$ cat src/rtl/r_burst_arbiter_pkg.sv
// r_arb_pkg: shared state type, default sizes and width helpers
// for the read-side burst arbiter.
package r_arb_pkg;

  typedef enum logic {
    IDLE  = 1'b0,
    BURST = 1'b1
  } r_arb_state_e;

  localparam int DEF_NUM_REQ    = 4;
  localparam int DEF_DATA_WIDTH = 8;
  localparam int DEF_BURST_LEN  = 4;
  localparam int DEF_STALL_MAX  = 8;

  // Index width for n items, never narrower than one bit.
  function automatic int idx_w(input int n);
    return (n > 1) ? $clog2(n) : 1;
  endfunction

  // Width of a counter able to hold 0..max.
  function automatic int cnt_w(input int max);
    return $clog2(max + 1);
  endfunction

endpackage

$ cat src/rtl/r_burst_arbiter_rr_pick.sv
// rr_pick: combinational round-robin picker.
// req/ptr in -> one-hot win (ptr index highest priority), any.
module rr_pick #(
  parameter int N  = 4,
  parameter int PW = 2
) (
  input  logic [N-1:0]  req,
  input  logic [PW-1:0] ptr,
  output logic [N-1:0]  win,
  output logic          any
);

  logic [N-1:0] rot;
  logic [N-1:0] pick;

  // Rotate so ptr lands on bit 0, take the lowest set bit,
  // then rotate the single hit back to its real position.
  assign rot  = N'({req, req} >> ptr);
  assign pick = rot & (~rot + N'(1));
  assign win  = N'(({pick, pick} << ptr) >> N);
  assign any  = |req;

endmodule

$ cat src/rtl/r_burst_arbiter.sv
// r_burst_arbiter: shares the FIFO read port among NUM_REQ consumers.
// Ports: clk_r_i/rst_r_i (sync, active-high), r_empty_i/r_data_i/r_en_o
// to the FIFO; req_i/rdy_i in, gnt_o/valid_o/data_o/last_o out.
module r_burst_arbiter
  import r_arb_pkg::*;
#(
  parameter int NUM_REQ    = DEF_NUM_REQ,
  parameter int DATA_WIDTH = DEF_DATA_WIDTH,
  parameter int BURST_LEN  = DEF_BURST_LEN,
  parameter int STALL_MAX  = DEF_STALL_MAX
) (
  input  logic                  clk_r_i,
  input  logic                  rst_r_i,
  input  logic                  r_empty_i,
  input  logic [DATA_WIDTH-1:0] r_data_i,
  output logic                  r_en_o,
  input  logic [NUM_REQ-1:0]    req_i,
  input  logic [NUM_REQ-1:0]    rdy_i,
  output logic [NUM_REQ-1:0]    gnt_o,
  output logic [NUM_REQ-1:0]    valid_o,
  output logic [DATA_WIDTH-1:0] data_o,
  output logic                  last_o
);

  localparam int PW = idx_w(NUM_REQ);
  localparam int CW = cnt_w(BURST_LEN);
  localparam int SW = cnt_w(STALL_MAX);

  localparam logic [CW-1:0] CNT_LAST   = CW'(BURST_LEN - 1);
  localparam logic [SW-1:0] STALL_LAST = SW'(STALL_MAX - 1);
  localparam logic [PW-1:0] PTR_LAST   = PW'(NUM_REQ - 1);

  r_arb_state_e state_q, state_d;

  logic [NUM_REQ-1:0] gnt_q, gnt_d;
  logic [NUM_REQ-1:0] win;
  logic [NUM_REQ-1:0] valid;
  logic [PW-1:0]      ptr_q, ptr_d;
  logic [PW-1:0]      own, ptr_nxt;
  logic [CW-1:0]      cnt_q, cnt_d;
  logic [SW-1:0]      stall_q, stall_d;

  logic any;
  logic busy;
  logic xfer;
  logic last;
  logic req_own;
  logic stall_hit;
  logic done;

  rr_pick #(
    .N  (NUM_REQ),
    .PW (PW)
  ) u_pick (
    .req (req_i),
    .ptr (ptr_q),
    .win (win),
    .any (any)
  );

  // Outputs are masked while reset is held so no word is popped
  // in the reset cycle itself.
  assign busy  = (state_q == BURST) && !rst_r_i;
  assign valid = (busy && !r_empty_i) ? gnt_q : '0;

  // Masking with the grant keeps the other consumers' req/rdy
  // bits out of every decision taken during a burst.
  assign xfer      = |(valid & rdy_i);
  assign last      = xfer && (cnt_q == CNT_LAST);
  assign req_own   = |(gnt_q & req_i);
  assign stall_hit = r_empty_i && (stall_q == STALL_LAST);
  assign done      = last || (!xfer && !req_own) || stall_hit;

  always_comb begin
    own = '0;
    for (int i = 0; i < NUM_REQ; i++) begin
      if (gnt_q[i]) own = PW'(i);
    end
  end

  assign ptr_nxt = (own == PTR_LAST) ? '0 : own + PW'(1);

  always_ff @(posedge clk_r_i) begin
    if (rst_r_i) begin
      state_q <= IDLE;
      gnt_q   <= '0;
      ptr_q   <= '0;
      cnt_q   <= '0;
      stall_q <= '0;
    end else begin
      state_q <= state_d;
      gnt_q   <= gnt_d;
      ptr_q   <= ptr_d;
      cnt_q   <= cnt_d;
      stall_q <= stall_d;
    end
  end

  always_comb begin
    state_d = state_q;
    gnt_d   = gnt_q;
    ptr_d   = ptr_q;
    cnt_d   = cnt_q;
    stall_d = stall_q;
    unique case (state_q)
      IDLE: begin
        if (any && !r_empty_i) begin
          state_d = BURST;
          gnt_d   = win;
          cnt_d   = '0;
          stall_d = '0;
        end
      end
      BURST: begin
        if (xfer) begin
          cnt_d   = cnt_q + CW'(1);
          stall_d = '0;
        end else if (r_empty_i) begin
          stall_d = stall_q + SW'(1);
        end
        // A not-ready consumer facing data leaves stall as is.
        if (done) begin
          state_d = IDLE;
          gnt_d   = '0;
          ptr_d   = ptr_nxt;
          cnt_d   = '0;
          stall_d = '0;
        end
      end
      default: state_d = IDLE;
    endcase
  end

  assign gnt_o   = gnt_q;
  assign valid_o = valid;
  assign r_en_o  = xfer;
  assign last_o  = last;
  assign data_o  = r_data_i;

endmodule

$ cat config.mk
export PLATFORM = sky130hd
export DESIGN_NAME = r_burst_arbiter
export DESIGN_NICKNAME = d
export VERILOG_FILES = /design/src/rtl/r_burst_arbiter_pkg.sv /design/src/rtl/r_burst_arbiter_rr_pick.sv /design/src/rtl/r_burst_arbiter.sv
export SDC_FILE = /design/constraint.sdc
export NUM_CORES = 1
export LEC_CHECK = 0
export CORE_MARGIN = 2
export CORE_UTILIZATION = 30
export CTS_CLUSTER_DIAMETER = 50
export DETAILED_ROUTE_END_ITERATION = 6
export PLACE_DENSITY_LB_ADDON = 0.05
export SETUP_SLACK_MARGIN = 0.4
export SLEW_MARGIN = 20
export SYNTH_ARGS = -nofsm -noshare
export SYNTH_HDL_FRONTEND = slang
export SYNTH_HIERARCHICAL = 1
export SYNTH_SLANG_ARGS = --single-unit
$ cat constraint.sdc
create_clock -name clk_r_i -period 2.02 [get_ports clk_r_i]
set_clock_uncertainty 0.15 [all_clocks]
set_input_delay 0.404 -clock clk_r_i [delete_from_list [all_inputs] [get_ports clk_r_i]]
set_output_delay 0.404 -clock clk_r_i [all_outputs]
set_load 0.01 [all_outputs]
==> impl_metrics.yaml, run 1 <==
outcome:
  status: "complete, no violations"
floorplanning:
  start_util_pct: 31.22
  die_area_um2: 3931
  core_area_um2: 3311
  fp-row-count: 21
  pin_count: 37
  die-height_um: 62.70
  die_x_um: 62.70
sta:
  hold_violations: 0
  period_share_pct: 90.66
  tightestPinTransition_ps: 295.9
  layout_min_cycle_time_ps: 1831
  whs_ps: 300.2
  setup_viol: 0
  max_freq_ghz: 0.5460
  finalSetupTns_ps: 0
  slew_headroom_pct: 80.25
  maxSlewViolCount: 0
  rsz0062_at_grt: "yes"
power_and_ir_drop:
  leakage_nw: 0.6608
  p_total_w: 0.0006812
  vdd.ir_drop.worst_mv: 0.3242
  p_per_area_nw_per_um2: 446.6
clock_network:
  clk_pin_slew_worst_paths_ps: 90
  holdBufCountCts: 0
  cts_inserted_buffers: 3
  insertion_delay_ps: 290
  htreeDepth: 1
  cts-root-buf: "clkbuf_4"
  cts_tree: "yes"
  clockBufferDepth: 2
  cts_sinks: 14
worst_setup_path:
  ff2ff_path_depth: 6
  cp.arrival_ps: 1280
  crit_type: "register to output pin"
  startpoint_type: "register"
  cp-end-kind: "output pin"
  rrSetupSlack_ps: 260
  required_ps: 1470
  cp_max_fo: 3
hold_path:
  holdPathStages: 1
  min_path_type: "register to register"
placed_design:
  gp_congestion: 0.8023
  port_buffers: 20
  place_area_um2: 1370
  dp_hpwl_um: 1990
synth:
  ys_ff_latch: 14
  synth-seq-area-share_pct: 27.12
  synth_area_per_cell_um2: 8.758
  syn_area_um2: 1033
  async_flop_share_pct: 0
  syn_inst: 118
  yosysUniqueCellTypes: 38
  syn_nets: 141
  synth_ff_type: "dfxtp_1"
  ys_warn_count: 6
  synth-edff-count: 0
global_routing:
  grt_pass1_wl_um: 4209
  grt_pass1_vias: 864
  grt_max_degree: 14
  grtUsageTotal_pct: 13.82
  antenna_found_initial: 0
  overflow: 0
detailed_routing:
  dr.pass1.iters: 4
  wl_met1_um: 1389
  drc: 0
  avgViaCountPerCell: 4.593
  wl_met3_um: 111
  vias: 937
  top_layer: "met4"
  wirelength_um: 2695
  dr_wl_met2_um: 1170
  ant_nets: 0
  drt_iter0_drc: 23
  avgRoutedWirePerCell_um: 13.21
finish:
  area_growth_pct: 47.58
  fin_util_pct: 46.07
  stdcell_area_um2: 1525
  diodes: 0
  nFillCells: 347
  layout-drive-gt1-share_pct: 50.63
  nNetsFinal: 182
flow_run:
  cap_violations: 0
## per-layer routing
| metal | vias to the layer above | track usage [%] |
|---|---|---|
| li1 | 494 | - |
| met1 | 420 | 20.16 |
| met2 | 18 | 18.95 |
| met3 | 5 | 4.685 |
| met4 | 0 | 4.167 |
| met5 | - | 0 |
## power by group
part / switching [W] / internal (W) / total (W)
logic: 0.0000795 / 0.0000908 / 0.000170
registers: 0.0000113 / 0.000286 / 0.000297
clock network: 0.000104 / 0.000110 / 0.000214
total: 0.000195 / 0.000486 / 0.000681
## cell usage after synthesis, types with 4 or more instances
library cell | n | area (um^2)
nor3_2 | 5 | 50.05
ha_1 | 4 | 50.05
dfxtp_1 | 14 | 280.3
buf_4 | 8 | 60.06
nand2_1 | 7 | 26.28
nor3_1 | 5 | 25.02
o21ai_0 | 4 | 20.02
nand2b_1 | 5 | 31.28
inv_1 | 5 | 18.77
nor2_1 | 7 | 26.28
and2_1 | 6 | 37.54
mux2i_1 | 5 | 50.05
a21oi_1 | 5 | 25.02
## cell usage in the layout (no fill, tap or decap), types with 2 or more instances in the layout
master / n
nand4b_1: 2
buf_6: 5
a21o_1: 3
dlygate4sd2_1: 9
o21ai_2: 3
dfxtp_2: 8
buf_2: 5
a22oi_2: 2
o21ai_0: 2
a31oi_1: 2
nand2b_1: 5
buf_4: 24
o21a_1: 2
nor2_1: 6
nand2_1: 7
and2_1: 5
a21oi_1: 4
ha_1: 2
nand3_1: 2
dfxtp_1: 6
inv_1: 5
mux2i_1: 4
clkdlybuf4s15_2: 2
nor3_2: 7
a22o_4: 2
clkbuf_4: 3
nor3b_2: 2
clkdlybuf4s15_1: 2
nor3_1: 3
and2_4: 2
## cell families (layout without fill, tap and decap cells)
| family | count (synthesis) | in the layout | synth area share, % |
|---|---|---|---|
| compound gates | 29 | 29 | 21.06 |
| xor+xnor | 1 | 1 | 0.8476 |
| fa+ha+maj | 4 | 4 | 4.843 |
| buf+inv | 17 | 57 | 11.62 |
| flops | 14 | 14 | 27.12 |
| mux | 6 | 6 | 6.295 |
| simple gates | 47 | 47 | 28.21 |
## registers in the layout, indices dropped and copies added, names as in the netlist
register	cells
cnt_q	3
state_q	1
stall_q	4
gnt_o	4
ptr_q	2
## final timing paths
kind | start | end
worst min register to register | cnt_q[0] | cnt_q[0]
worst max register to register | state_q | gnt_o[2]
worst min-delay path | cnt_q[0] | cnt_q[0]
worst max-delay path | state_q | last_o
## cell type report
cell class	instances	area, um^2	area share (%)
well taps	46	57.56	3.774
inverters	5	18.77	1.231
multi-input cells	87	734.5	48.15
flip-flops and latches	14	290.3	19.03
repair buffers	48	387.9	25.43
clock buffers	4	36.28	2.379
## what timing repair did
item | CTS | global route
gates resized for setup | 55 | 25
setup endpoints to repair | 24 | 23
setup buffers | 0 | 4
pin swaps | 9 | 7
## critical path: stages (launching register included)
cell and delay, ps:
dfxtp_2 340, nor3b_4 190, a21boi_4 210, and2_4 160, buf_6 90
## per-stage QoR
stage	setup WS, ps	instances
after floorplan	95.00	118
after global placement	-536.6	196
after detailed placement	-526.0	196
final	188.6	204
after global routing	110.6	204
after CTS	156.4	200
No activity file was read; power rests on OpenSTA's default activity.
==> run 2, diff against run 1 <==
--- a/config.mk
+++ b/config.mk
@@ -8,6 +8,7 @@
 export CORE_MARGIN = 2
 export CORE_UTILIZATION = 30
 export CTS_CLUSTER_DIAMETER = 50
+export CTS_CLUSTER_SIZE = 16
 export DETAILED_ROUTE_END_ITERATION = 6
 export PLACE_DENSITY_LB_ADDON = 0.05
 export SETUP_SLACK_MARGIN = 0.4
==> results of run 2 <==
No change in the layout: final DEF, timing and power equal those of run 1.
==> run 3, diff against run 2 <==
==> constraint.sdc (replaced) <==
create_clock -name clk_r_i -period 1.5 [get_ports clk_r_i]
set_clock_uncertainty 0.15 [all_clocks]
set_input_delay 0.3 -clock clk_r_i [delete_from_list [all_inputs] [get_ports clk_r_i]]
set_output_delay 0.3 -clock clk_r_i [all_outputs]
set_load 0.01 [all_outputs]
==> run 3 against run 2 <==
The run now ends with negative setup slack left. Register-to-register slack worse by 490 ps. Via count rose by 9.0%. Final cell count rose by 5.4%. Routed wire length is 13% higher. Total power increased by 38%. Design area increased by 11%. Core utilization is 4.9 points higher. Flip-flop and latch count unchanged. Combinational power grew 52%. Clock-buffer cell count stayed put. First-iteration DRC count up 35%. Largest power group unchanged. Highest routed layer unchanged.
==> impl_metrics.yaml, run 3 (synthesis results as in run 1) <==
outcome:
  status: "finished, violations left"
  failed_checks: "negative setup slack"
worst_setup_path:
  reg2reg_from: "state_q"
  cp.arrival_ps: 1790
  crit_type: "register to register"
  rrSetupSlack_ps: -230
  cp_max_fo: 7
  required_ps: 1560
  ff2ff_path_depth: 6
  cp_num_buf_inv: 1
  max_stage_delay_ps: 340
  path_cells: "nor3b_4 -> a21boi_4 -> buf_6 -> mux2_4 -> and2_4 -> nor3_4"
  cp-end-kind: "register"
  cp_slowest_cell: "dfxtp_2"
  reg2reg_to: "gnt_o[3]"
  critPathTopFamily: "simple AND/OR/NAND/NOR gates"
  startpoint_type: "register"
clock_network:
  clk_pin_slew_worst_paths_ps: 90
  cts_sinks: 14
  clockBufferDepth: 2
  holdBufCountCts: 0
  cts_inserted_buffers: 3
  insertion_delay_ps: 290
  cts_tree: "yes"
  htreeDepth: 1
  cts-root-buf: "clkbuf_4"
floorplanning:
  pin_count: 37
  die-height_um: 62.70
  die_x_um: 62.70
  die_area_um2: 3931
  core_area_um2: 3311
  fp-row-count: 21
  start_util_pct: 31.22
finish:
  multi_input_area_um2: 769.5
  final_cell_mix: "29 x buf_4, 18 x buf_6, 10 x dlygate4sd2_1"
  nNetsFinal: 193
  nFillCells: 338
  mostFrequentLayoutCell: "buf_4"
  ff_latch_area_um2: 286.5
  stdcell_area_um2: 1687
  diodes: 0
  layout-drive-gt1-share_pct: 55.62
  area_growth_pct: 63.20
global_routing:
  grt_busiest_layer: "met2"
  grt_max_degree: 14
  gr-usage-met2_pct: 24.33
  met3_usage_pct: 4.685
  overflow: 0
  grt_pass1_vias: 1017
  grt_pass1_wl_um: 4692
  grt_use_met1_pct: 18.69
  antenna_found_initial: 0
  grtUsageTotal_pct: 14.90
hold_path:
  holdPathStages: 2
  hold_path.startpoint: "cnt_q[1]"
  worstHoldEndpoint: "cnt_q[1]"
  min_path_type: "register to register"
sta:
  layout_min_cycle_time_ps: 1734
  rsz0062_at_grt: "yes"
  hold_violations: 0
  period_share_pct: 115.6
  maxSlewViolCount: 0
  setup_viol: 21
  tightestPinTransition_ps: 255.9
  setup_ws_ps: -233.7
  max_freq_ghz: 0.5768
  slew_headroom_pct: 82.45
detailed_routing:
  vias: 1021
  wirelength_um: 3055
  drc: 0
  drt_iter0_drc: 31
  dr.pass1.iters: 4
  avgViaCountPerCell: 4.749
  avgRoutedWirePerCell_um: 14.21
  ant_nets: 0
placed_design:
  place_ws_ps: -821.6
  place_area_um2: 1416
  dp_hpwl_um: 2051
  port_buffers: 20
  gp_congestion: 0.8025
flow_run:
  cap_violations: 0
power_and_ir_drop:
  p_per_area_nw_per_um2: 558.2
  vdd.ir_drop.worst_mv: 0.3564
  leakage_nw: 0.7337
-- run 3: layout make-up --
type / count / share of cell area (%)
Multi-Input combinational cell: 87 / 45.62
Timing Repair Buffer: 59 / 30.71
Sequential cell: 14 / 16.99
Tap cell: 46 / 3.412
Clock buffer: 4 / 2.151
Inverter: 5 / 1.113
-- run 3: through the flow --
stage / total power [W] / std cells / util (%) / setup TNS, ps / hold slack, ps
after CTS: 0.0009306 / 210 / 46.75 / -3359 / 318.3
final: 0.0009415 / 215 / 50.94 / -3638 / 316.3
after detailed placement: 0.0006252 / 202 / 42.78 / -13460 / 301.2
after global routing: 0.0009864 / 215 / 50.94 / -5029 / 337.0
after global placement: 0.0006257 / 202 / 42.78 / -13780 / 298.8
after floorplan: 0.0005489 / 118 / - / -2780 / 288.0
-- run 3: how the worst max path moves through the flow --
stage                     startpoint       end  slack [ps]  cells after the start
after floorplan            r_empty_i   state_q        -320                      7
after global placement     r_empty_i    last_o        -840                      5
after detailed placement   r_empty_i    last_o        -820                      5
after CTS                    state_q    last_o        -260                      4
after global routing         state_q  gnt_o[3]        -310                      6
final                        state_q  gnt_o[3]        -230                      6
-- run 3: timing repair --
| action | CTS | global route |
|---|---|---|
| setup endpoints to repair | 24 | 24 |
| gates resized for setup | 81 | 21 |
| buffers inserted | 4 | 5 |
| hold endpoints to repair | 0 | 0 |
| pin swaps | 12 | 9 |
-- run 3: metal layers --
metal / routed length [um] / up-vias
met4: 48 / 0
met2: 1484 / 22
li1: - / 515
met1: 1380 / 476
met3: 141 / 8
met5: 0 / -
-- run 3: worst min-delay path, cell delays in order (launching register included) --
cell	delay (ps)
dfxtp_1	320
inv_1	50
o21ai_1	60
-- run 3: power by group --
part | internal [W] | switching [W]
Clock | 0.000148 | 0.000135
Combinational | 0.000134 | 0.000125
Sequential | 0.000385 | 0.0000144
Total | 0.000667 | 0.000274
